<file path="src/rtl/fp_accumulator.sv">
// Floating-point group accumulator: sums a stream of FP beats delimited by a last flag
// and presents each group sum with its beat count through a valid/ready output.

package fp_defs;
  localparam int C_OP   = 16;
  localparam int C_EXP  = 5;
  localparam int C_MANT = 10;
endpackage

// Combinational FP adder: align by truncating shift, add magnitudes, normalise by truncation.
module fp_add #(
  parameter int C_OP   = fp_defs::C_OP,
  parameter int C_EXP  = fp_defs::C_EXP,
  parameter int C_MANT = fp_defs::C_MANT
) (
  input  logic [C_OP-1:0] a,
  input  logic [C_OP-1:0] b,
  output logic [C_OP-1:0] sum
);
  logic              a_big;
  logic              sign_big, sign_small;
  logic [C_EXP-1:0]  e_big, e_small, e_diff, e_norm;
  logic [C_MANT:0]   m_big, m_small, m_align, m_norm;
  logic [C_MANT+1:0] m_sum;
  logic              found;
  int                lz;

  always_comb begin
    a_big      = a[C_OP-2:0] >= b[C_OP-2:0];
    sign_big   = a_big ? a[C_OP-1] : b[C_OP-1];
    sign_small = a_big ? b[C_OP-1] : a[C_OP-1];
    e_big      = a_big ? a[C_OP-2 -: C_EXP] : b[C_OP-2 -: C_EXP];
    e_small    = a_big ? b[C_OP-2 -: C_EXP] : a[C_OP-2 -: C_EXP];
    m_big      = a_big ? {|a[C_OP-2 -: C_EXP], a[C_MANT-1:0]} : {|b[C_OP-2 -: C_EXP], b[C_MANT-1:0]};
    m_small    = a_big ? {|b[C_OP-2 -: C_EXP], b[C_MANT-1:0]} : {|a[C_OP-2 -: C_EXP], a[C_MANT-1:0]};
    e_diff     = e_big - e_small;
    m_align    = m_small >> e_diff;

    if (sign_big == sign_small) m_sum = {1'b0, m_big} + {1'b0, m_align};
    else                        m_sum = {1'b0, m_big} - {1'b0, m_align};

    lz    = 0;
    found = 1'b0;
    for (int i = C_MANT; i >= 0; i--) begin
      if (!found && m_sum[i]) begin
        found = 1'b1;
        lz    = C_MANT - i;
      end
    end

    // exponent under/overflow wraps; there is no special-value handling
    if (m_sum[C_MANT+1]) begin
      m_norm = m_sum[C_MANT+1:1];
      e_norm = e_big + 1'b1;
    end else if (!found) begin
      m_norm = '0;
      e_norm = '0;
    end else begin
      m_norm = m_sum[C_MANT:0] << lz;
      e_norm = e_big - C_EXP'(lz);
    end

    sum = {sign_big, e_norm, m_norm[C_MANT-1:0]};
  end
endmodule

// state | meaning
// IDLE  | no group open; next accepted beat loads the accumulator
// ACCUM | group open; accepted beats are added into the accumulator
// HOLD  | group sum presented on the output until consumed
module fp_accumulator #(
  parameter int C_OP   = fp_defs::C_OP,
  parameter int C_EXP  = fp_defs::C_EXP,
  parameter int C_MANT = fp_defs::C_MANT,
  parameter int C_CNT  = 16
) (
  input  logic             clk_i,
  input  logic             rst_i,
  input  logic             in_valid_i,
  output logic             in_ready_o,
  input  logic [C_OP-1:0]  in_data_i,
  input  logic             in_last_i,
  output logic             out_valid_o,
  input  logic             out_ready_i,
  output logic [C_OP-1:0]  out_data_o,
  output logic [C_CNT-1:0] out_count_o,
  output logic             busy_o
);
  typedef enum logic [1:0] {S_IDLE, S_ACCUM, S_HOLD} state_t;

  state_t            state_q, state_d;
  logic [C_OP-1:0]   acc_q, acc_d, sum;
  logic [C_CNT-1:0]  cnt_q, cnt_d;
  logic              accept, consume;

  fp_add #(.C_OP(C_OP), .C_EXP(C_EXP), .C_MANT(C_MANT)) u_add (
    .a   (acc_q),
    .b   (in_data_i),
    .sum (sum)
  );

  always_ff @(posedge clk_i or posedge rst_i) begin
    if (rst_i) begin
      state_q <= S_IDLE;
      acc_q   <= '0;
      cnt_q   <= '0;
    end else begin
      state_q <= state_d;
      acc_q   <= acc_d;
      cnt_q   <= cnt_d;
    end
  end

  always_comb begin
    state_d     = state_q;
    acc_d       = acc_q;
    cnt_d       = cnt_q;
    in_ready_o  = (state_q == S_HOLD) ? out_ready_i : 1'b1;
    out_valid_o = (state_q == S_HOLD);
    accept      = in_valid_i && in_ready_o;
    consume     = out_valid_o && out_ready_i;

    case (state_q)
      S_IDLE: begin
        if (accept) begin
          acc_d   = in_data_i;
          cnt_d   = C_CNT'(1);
          state_d = in_last_i ? S_HOLD : S_ACCUM;
        end
      end
      S_ACCUM: begin
        if (accept) begin
          acc_d   = sum;
          cnt_d   = (cnt_q == '1) ? cnt_q : cnt_q + 1'b1;
          state_d = in_last_i ? S_HOLD : S_ACCUM;
        end
      end
      S_HOLD: begin
        // a beat arriving with the consume starts the next group without a bubble
        if (consume) begin
          if (accept) begin
            acc_d   = in_data_i;
            cnt_d   = C_CNT'(1);
            state_d = in_last_i ? S_HOLD : S_ACCUM;
          end else begin
            state_d = S_IDLE;
          end
        end
      end
      default: state_d = S_IDLE;
    endcase
  end

  assign out_data_o  = acc_q;
  assign out_count_o = cnt_q;
  assign busy_o      = (state_q != S_IDLE);
endmodule

</file>
<file path="config.mk">
export PLATFORM = sky130hd
export DESIGN_NAME = fp_accumulator
export DESIGN_NICKNAME = d
export VERILOG_FILES = /design/src/rtl/fp_accumulator.sv
export SDC_FILE = /design/constraint.sdc
export NUM_CORES = 1
export LEC_CHECK = 0
export BUFFER_PORTS_ARGS = -buffer_cell sky130_fd_sc_hd__buf_2
export CORE_ASPECT_RATIO = 0.5
export CORE_UTILIZATION = 40
export CTS_BUF_LIST = sky130_fd_sc_hd__clkbuf_8
export CTS_CLUSTER_DIAMETER = 120
export DETAILED_ROUTE_END_ITERATION = 8
export GPL_TIMING_DRIVEN = 0
export SYNTH_ARGS = -nofsm -noshare
export SYNTH_HDL_FRONTEND = slang
export SYNTH_SLANG_ARGS = --single-unit
</file>
<file path="constraint.sdc">
create_clock -name clk_i -period 8.7 [get_ports clk_i]
set_clock_uncertainty 0.15 [all_clocks]
set_input_delay 2.61 -clock clk_i [delete_from_list [all_inputs] [get_ports clk_i]]
set_output_delay 2.61 -clock clk_i [all_outputs]
set_load 0.01 [all_outputs]
</file>
==> summary.md, run 1 <==
| Metric | Value |
|---|---|
| Reg area | 851 um2 |
| FF+latch count, synth | 34 |
| I/O Pins | 56 |
| Input/output buffers | 55 |
| Synth Area per Inst | 7.61 um2 |
| Post-synth EDFFs | 0 |
| Post-synthesis simple-gate area fraction | 24.4% |
| Fmax | 98.6 MHz |
| DRT Pass-1 Iters | 5 |
| First-pass GRT wire length | 26600 um |
| Commonest non-fill, non-tap cell in the layout | nand2_1 |
| Worst skew pair latency | 0.30 ns |
| Worst reg2reg startpoint | out_data_o[8] |
| Yosys warns | 0 |
| Worst Hold Launch | out_count_o[14] |
| Worst setup startpoint | in_data_i[4] |
| Die Wd | 159 um |
| CP Data Arrival Time | 10.21 ns |
| GPL Wtd Cong | 0.874 |
| HP Class | reg2reg |
| Hold Path Depth | 2 |
| Fillers | 1114 |
| Die area | 12800 um2 |
| Final WL | 17500 um |
| TritonCTS Buffers | 5 |
| Residual DRC count | 0 |
| CP Class | in2reg |
| Core area | 11900 um2 |
| Fin. Hold Viols | 0 |
| Synth Area in Adders | 9.18% |
| Pre-CTS WS | -3.21 ns |
| Fraction of layout cells with a size suffix above 1 | 34.7% |
| Xor/xnor cell area share of the yosys netlist | 5.66% |
| Post-DR vias/cell | 6.05 |
| CP max FO | 4 |
| RSZ-0062 raised after global routing | true |
| Antenna Nets Post-Route | 0 |
| PnR worst setup slack | -1.44 ns |
| Iteration-0 DRC Markers | 518 |
| Via Count | 5654 |
| Worst reg-to-reg path cell count | 42 |
| Layout Nets | 825 |
| CTS tree | yes |
| Synth Cell Area | 4930 um2 |
| Clk root buf | clkbuf_8 |
| Initial antenna violation count | 0 |
| Synth async-reset ratio | 100% |
| Number of diodes | 0 |
| Initial core utilization | 41.4% |
| Row count | 28 |
| Syn Inst Count | 648 |
| Die H | 80.5 um |
| Fin crit share | 117% |
| Slew Viols, Final | 0 |
| DR WL/cell | 18.7 um |
| Critical path's slowest cell | o211ai_1 |
| Crit-path max cell delay | 0.46 ns |
| GRT overflow | 0 |
| H-tree depth | 2 |
| Status | complete, but fails checks |
| Hold slack | 0.413 ns |
| Synth Area in Compound Gates | 28.2% |
| Register area share after synthesis | 17.2% |
| Relative slew slack | 48.1% |
| CTS Buffer Depth | 2 |
| Slew @ Worst Pin | 0.778 ns |
| Clock sink count | 34 |
| Multi-input logic area | 4410 um2 |
| Vias in the first global route | 5008 |
| Distinct cells, synth | 81 |
| Largest net degree at the start of global routing | 35 |
| Crit end category | flip-flop |
| Final setup viols | 15 |
| Most frequent cells in the layout | nand2_1 (61), nor2_1 (53), buf_4 (53) |
| Post-DP HPWL | 12600 um |
| Largest family of logic cells by synthesized area | compound AO/OA/AOI/OAI gates |
| Crit path time final | 10.14 ns |
| Failing checks | negative setup slack |
| Area growth from synthesis to layout | 37.5% |
| WP data required | 8.76 ns |
| CP startpoint kind | input pin |
| Post-Syn Nets | 704 |
| Multiplexer share of the synthesized area | 9.79% |
| Worst-path clk slew | 0.08 ns |
| Overall Global Routing Usage | 26.2% |
| Max cap viols | 0 |
| Top_reg_cell synth | dfrtp_1 |
-- final cells by class --
type                            count  area share [%]
Timing Repair Buffer              116            12.3
Tap cell                          165            3.04
Multi-Input combinational cell    551            65.0
Sequential cell                    34            12.5
Inverter                           38            2.55
Clock inverter                      2           0.886
Clock buffer                        6            1.22
Buffer                             23            2.45
-- cell families after synthesis --
logic type,after synthesis
XOR/XNOR,31
multiplexers,35
flip-flops,34
adder cells (fa/ha/maj),35
AO/OA/AOI/OAI,213
AND/OR/NAND/NOR,237
buffers and inverters,63
-- layer usage --
| layer | global-route usage (%) | share of wire [%] | up-vias | routed length, um |
|---|---|---|---|---|
| met5 | 0 | 0 | - | 0 |
| met4 | 2.98 | 0.87 | 0 | 153 |
| met1 | 37.7 | 47 | 2759 | 8180 |
| met2 | 42.4 | 45 | 226 | 7900 |
| li1 | - | - | 2653 | - |
| met3 | 3.93 | 7.3 | 16 | 1280 |
-- cell usage after synthesis (all sizes together), types with 8 or more instances --
cell	instances	area share, %
nand2	64	5.0
a21oi	60	6.3
nor2	59	4.5
o21ai	51	5.2
inv	38	2.9
dfrtp	34	17
ha	33	8.4
nor3	23	2.3
nand3	21	2.1
mux2i	19	3.9
xor2	16	3.0
clkbuf	15	1.1
xnor2	15	2.7
a211oi	13	2.1
a31oi	12	1.5
or2	11	1.4
a21o	10	1.5
buf	10	1.5
mux4	10	4.6
o211ai	10	1.5
o22ai	9	1.1
or3	8	1.0
-- worst paths after layout --
path / to / slack (ns)
worst max-delay path: out_data_o[14] / -1.44
worst min-delay path: out_count_o[14] / 0.41
worst max register to register: out_data_o[14] / 0.47
worst min register to register: out_count_o[14] / 0.41
max in group asynchronous: out_data_o[5] / 5.60
min in group asynchronous: state_q[1] / 2.31
-- through the flow --
| stage | instance area [um2] | utilization (%) | setup TNS (ns) | cells |
|---|---|---|---|---|
| finish | 6780 | 56.9 | -19.68 | 935 |
| global route | 6780 | 56.9 | -23.40 | 935 |
| CTS | 6370 | 53.5 | -15.95 | 912 |
| detailed placement | 5620 | 47.2 | -40.72 | 868 |
| global placement | 5620 | 47.2 | -40.14 | 868 |
| floorplan | 5140 | - | -18.35 | 648 |
-- what timing repair did --
action	CTS	global route
pin swaps	37	19
gates resized for setup	79	59
hold buffers	0	0
buffers inserted	38	23
endpoints found under the setup margin	15	15
gates cloned	0	0
-- sequential cells by signal, indices dropped and copies added, names as in the netlist, named ones only --
signal       cells
out_count_o     16
out_data_o      15
state_q          2
-- worst max-delay path, delay by kind of cell --
kind                       cells  cell delay (ns)
buffers and inverters          8             0.79
adders and majority gates      6             1.28
and+or+nand+nor               11             2.18
AOI/OAI and AO/OA             17             2.88
muxes                          1             0.38
xor gates and xnor gates       1             0.07
Power of run 1 is left out: the tool's default activity adds up to more than one toggle a clock period on the data nets, which glitch-free logic cannot reach.
==> run 2, diff against run 1 <==
--- a/config.mk
+++ b/config.mk
@@ -5,9 +5,10 @@
 export SDC_FILE = /design/constraint.sdc
 export NUM_CORES = 1
 export LEC_CHECK = 0
+export ABC_AREA = 1
 export BUFFER_PORTS_ARGS = -buffer_cell sky130_fd_sc_hd__buf_2
 export CORE_ASPECT_RATIO = 0.5
-export CORE_UTILIZATION = 40
+export CORE_UTILIZATION = 28
 export CTS_BUF_LIST = sky130_fd_sc_hd__clkbuf_8
 export CTS_CLUSTER_DIAMETER = 120
 export DETAILED_ROUTE_END_ITERATION = 8
==> run 2 against run 1 <==
  * The flow now finishes without violations
  * Non-clock buffer count fell by 26
  * Count of clock-buffer cells in the layout fell by 1
  * Synthesized cell count rose by 31%
  * Critical path depth rose by 4
  * Flip-flop and latch count did not move
  * Die area rose by 47%
  * Critical endpoint unchanged
==> summary.md, run 2 <==
| Metric | Value |
|---|---|
| HP Class | reg2reg |
| Post-DP HPWL | 13400 um |
| Pre-CTS WS | -1.22 ns |
| DRT Pass-1 Iters | 9 |
| Register area share after synthesis | 16.6% |
| WP data required | 8.77 ns |
| Top_reg_cell synth | dfrtp_1 |
| Final instance area | 6600 um2 |
| Via Count | 5915 |
| Synth Area per Inst | 6.03 um2 |
| Commonest cells post-synth | nand2_1 (265), inv_1 (122), nand3_1 (111) |
| Status | finished clean |
| Final core utilization | 37.4% |
| Core area | 17700 um2 |
| H-tree depth | 2 |
| Routing usage on met1 | 24.8% |
| First-pass GRT wire length | 27300 um |
| Area growth from synthesis to layout | 28.6% |
| Die H | 97.7 um |
| Fin crit share | 98.5% |
| I/O Pins | 56 |
| Post-synth EDFFs | 0 |
| TritonCTS Buffers | 5 |
| Slew @ Worst Pin | 0.906 ns |
| CP Class | in2reg |
| FF+latch count, synth | 34 |
| CP Data Arrival Time | 8.64 ns |
| Die Wd | 193 um |
| Overall Global Routing Usage | 17.6% |
| Reg area | 851 um2 |
| Placed Area | 5700 um2 |
| Distinct cells, synth | 46 |
| Crit path time final | 8.57 ns |
| Relative slew slack | 39.4% |
| Yosys top cell by area | nand2_1 |
| CP startpoint kind | input pin |
| Final setup viols | 0 |
| CTS tree | yes |
| Met2 usage | 28.9% |
| Post-Syn Nets | 907 |
| Number of diodes | 0 |
| Slew Viols, Final | 0 |
| Iteration-0 DRC Markers | 374 |
| Area fraction of the dominant cell type after synthesis | 19.4% |
| Crit end category | flip-flop |
| Crit path top cell by count | nand2_1 |
| GR Util met3 | 1.80% |
| Crit-path max cell delay | 0.36 ns |
| PnR worst setup slack | 0.132 ns |
| Multi-input logic area | 4110 um2 |
| Fmax | 117 MHz |
| Synth async-reset ratio | 100% |
| Commonest non-fill, non-tap cell in the layout | nand2_1 |
| Most frequent cells in the layout | nand2_1 (236), inv_1 (113), nand3_1 (103) |
| Input/output buffers | 55 |
| DR WL/cell | 14.4 um |
| Vias in the first global route | 5431 |
| Max cap viols | 0 |
| Flop2flop setup slack | 2.11 ns |
| Critical path's slowest cell | ha_4 |
| Synth Cell Area | 5130 um2 |
| Fillers | 1875 |
| GRT overflow | 0 |
| Clock sink count | 34 |
| Residual DRC count | 0 |
| Worst-path clk slew | 0.07 ns |
| Fraction of layout cells with a size suffix above 1 | 27.9% |
| Layout Nets | 1005 |
| Worst skew pair latency | 0.28 ns |
| Clk root buf | clkbuf_8 |
| Final WL | 17100 um |
| Fin. Hold Viols | 0 |
| CP max FO | 9 |
| Syn Inst Count | 851 |
| Yosys warns | 0 |
| Die area | 18900 um2 |
| RSZ-0062 raised after global routing | true |
| Largest net degree at the start of global routing | 35 |
| Count leader, synth | nand2_1 |
| Cts hold-fix bufs | 0 |
| Antenna Nets Post-Route | 0 |
| Row count | 34 |
| Initial core utilization | 29.0% |
| Layer with the highest usage | met2 |
| Main area contributors after synthesis | nand2_1 (19%), dfrtp_1 (17%), nand3_1 (11%), inv_1 (8.9%), ha_1 (8.1%) |
| GPL Wtd Cong | 0.980 |
| Largest register FFs | 16 |
| Post-DR vias/cell | 5.00 |
| Cell total after placement | 1140 |
| Initial antenna violation count | 0 |
| CTS Buffer Depth | 2 |
| Finished Layout Cells | 1184 |
## run 2: cells by family after synthesis
family | synth area share [%]
AND/OR/NAND/NOR | 48.0
multiplexers | 0.415
adder cells (fa/ha/maj) | 8.83
flip-flops | 16.6
XOR/XNOR | 3.25
buffers and inverters | 12.2
AO/OA/AOI/OAI | 10.8
## run 2: final timing paths
kind,from,to,cells after the start
setup / recovery,in_data_i[13],out_data_o[14],48
setup reg to reg,out_data_o[13],out_data_o[14],46
max in group asynchronous,rst_i,out_data_o[0],2
hold reg to reg,out_count_o[14],out_count_o[14],1
hold / removal,out_count_o[14],out_count_o[14],1
min in group asynchronous,rst_i,out_count_o[5],2
## run 2: timing repair
action                     in CTS  in global routing
gates resized for setup        49                 73
pin swaps                      28                 46
setup endpoints to repair      15                 12
buffers inserted               19                 17
gates cloned                    0                  1
## run 2: metrics by stage
step,hold WS (ns),TNS [ns]
after global placement,0.360,-8.76
after CTS,0.381,0
after global routing,0.396,-0.551
after floorplan,0.380,0
after detailed placement,0.369,-9.92
final,0.385,0
## run 2: final cells by class
type | count | area share, %
clock buffer | 5 | 1.04
tap | 234 | 4.44
inverter | 128 | 7.47
timing repair buffer | 92 | 8.78
sequential | 34 | 12.9
buffer | 21 | 2.43
multi-input combinational | 667 | 62.3
clock inverter | 3 | 0.607
## run 2: worst max-delay path, delay by kind of cell
family                   cells  cell delay, ns
AO/OA/AOI/OAI                3            0.51
AND/OR/NAND/NOR             28            2.68
XOR/XNOR                     2            0.37
adder cells (fa/ha/maj)      5            1.49
buffers and inverters       10            0.95
## run 2: routing by layer
layer	vias to the layer above	share of wire (%)
li1	2984	-
met1	2742	48
met2	164	46
met3	25	4.2
met4	0	1.7
met5	-	0
Power of run 2 is left out for the same reason.
==> run 3, diff against run 2 <==
--- a/config.mk
+++ b/config.mk
@@ -7,7 +7,7 @@
 export LEC_CHECK = 0
 export ABC_AREA = 1
 export BUFFER_PORTS_ARGS = -buffer_cell sky130_fd_sc_hd__buf_2
-export CORE_ASPECT_RATIO = 0.5
+export CORE_ASPECT_RATIO = 1.75
 export CORE_UTILIZATION = 28
 export CTS_BUF_LIST = sky130_fd_sc_hd__clkbuf_8
 export CTS_CLUSTER_DIAMETER = 120
==> run 3 against run 2 <==
  * Sequential share of layout area shrank 0.67 points
  * Maximum frequency up 1.5%
  * Non-clock buffer count increased by 17
  * Via count up 1.6%
  * Final cell count grew 1.4%
  * Wire length grew 8.5%
  * First-iteration DRC count fell by 11%
  * Critical path type unchanged
==> summary.md, run 3 (synthesized netlist as in run 2, its figures left out) <==
| Metric | Value |
|---|---|
| CP Data Arrival Time | 8.54 ns |
| Worst reg-to-reg path cell count | 46 |
| Die area | 18900 um2 |
| DRT Pass-1 Iters | 5 |
| CTS tree | yes |
| Via Count | 6010 |
| Status | finished clean |
| GRT overflow | 0 |
| Vias in the first global route | 5852 |
| Clock sink count | 34 |
| Antenna Nets Post-Route | 0 |
| Crit-path max cell delay | 0.36 ns |
| Core area | 18000 um2 |
| Multi-input logic area | 4290 um2 |
| H-tree depth | 2 |
| Post-DR vias/cell | 5.00 |
| Reg area | 851 um2 |
| Max cap viols | 0 |
| First-pass GRT wire length | 28400 um |
| Post-DP HPWL | 14400 um |
| Fillers | 1888 |
| Layout Nets | 1022 |
| CP max FO | 5 |
| DR WL/cell | 15.4 um |
| Row count | 65 |
| Largest register FFs | 16 |
| Initial core utilization | 28.5% |
| Relative slew slack | 36.4% |
| WP data required | 8.80 ns |
| Crit end category | flip-flop |
| Die H | 181 um |
| Slew @ Worst Pin | 0.951 ns |
| Largest net degree at the start of global routing | 35 |
| HP Class | reg2reg |
| CP startpoint kind | input pin |
| Worst-path clk slew | 0.09 ns |
| Cts hold-fix bufs | 0 |
| Hold Path Depth | 1 |
| CTS Buffer Depth | 2 |
| Input/output buffers | 55 |
| TritonCTS Buffers | 5 |
| Number of diodes | 0 |
| Critical path's slowest cell | fa_2 |
| GPL Wtd Cong | 0.888 |
| Fmax | 119 MHz |
| Fin. Hold Viols | 0 |
| Fraction of layout cells with a size suffix above 1 | 32.3% |
| Commonest non-fill, non-tap cell in the layout | nand2_1 |
| Residual DRC count | 0 |
| CP Class | in2reg |
| Area growth from synthesis to layout | 35.6% |
| Slew Viols, Final | 0 |
| I/O Pins | 56 |
| Fin crit share | 97.0% |
| Hold slack | 0.369 ns |
| Initial antenna violation count | 0 |
| Iteration-0 DRC Markers | 334 |
| Crit path time final | 8.44 ns |
| Most frequent cells in the layout | nand2_1 (225), inv_1 (106), nand3_1 (100) |
| Clk root buf | clkbuf_8 |
| Crit path top cell by count | nand2_2 |
| Die Wd | 104 um |
| Overall Global Routing Usage | 18.9% |
| Final WL | 18500 um |
| Worst skew pair latency | 0.30 ns |
| Final setup viols | 0 |
==> run 3: cell types whose count changed in the layout (fill, tap and decap cells not counted), sizes merged <==
cell and change:
inv +2, buf +16, clkinv -2, clkbuf +1
==> run 3: layout make-up <==
| cell class | count | area share [%] |
|---|---|---|
| Multi-Input combinational cell | 667 | 61.7 |
| Sequential cell | 34 | 12.2 |
| Timing Repair Buffer | 110 | 11.0 |
| Inverter | 128 | 7.23 |
| Tap cell | 234 | 4.21 |
| Buffer | 20 | 2.11 |
| Clock buffer | 5 | 0.990 |
| Clock inverter | 3 | 0.540 |
==> run 3: per-stage QoR <==
stage / utilization [%] / instance area [um2] / cells / setup WS, ns / TNS, ns
after floorplan: - / 5130 / 851 / 0.0315 / 0
after global placement: 31.7 / 5700 / 1140 / -1.50 / -13.16
after detailed placement: 31.7 / 5700 / 1140 / -1.43 / -12.54
after CTS: 34.4 / 6180 / 1162 / -0.0325 / -0.0325
after global routing: 38.7 / 6950 / 1201 / -0.143 / -0.224
final: 38.7 / 6950 / 1201 / 0.262 / 0
==> run 3: path summary, 6_finish.rpt <==
kind | start | slack, ns | to
hold / removal | out_count_o[11] | 0.37 | out_count_o[12]
max in group asynchronous | rst_i | 5.60 | out_data_o[1]
setup / recovery | in_data_i[6] | 0.26 | out_data_o[14]
min in group asynchronous | rst_i | 2.30 | out_count_o[4]
hold reg to reg | out_count_o[11] | 0.37 | out_count_o[12]
setup reg to reg | out_data_o[13] | 2.18 | out_data_o[14]
==> run 3: what timing repair did <==
item                                    in CTS  in global routing
gates cloned                                 0                  2
gates resized for setup                     58                122
setup buffers                               14                 39
endpoints found under the setup margin      15                  8
pin swaps                                   22                 86
==> run 3: worst max-delay path, delay by kind of cell <==
| family | cells | cell delay, ns |
|---|---|---|
| AOI/OAI and AO/OA | 2 | 0.33 |
| xor gates and xnor gates | 2 | 0.28 |
| buffers and inverters | 5 | 0.49 |
| and+or+nand+nor | 35 | 3.71 |
| adders and majority gates | 4 | 1.06 |
==> run 3: routing by layer <==
metal	part of all wire [%]	GRT usage [%]
met5	0	0
met4	6.8	13.1
met3	3.1	1.88
met2	54	36.9
met1	36	18.0
Power of run 3 is left out for the same reason.
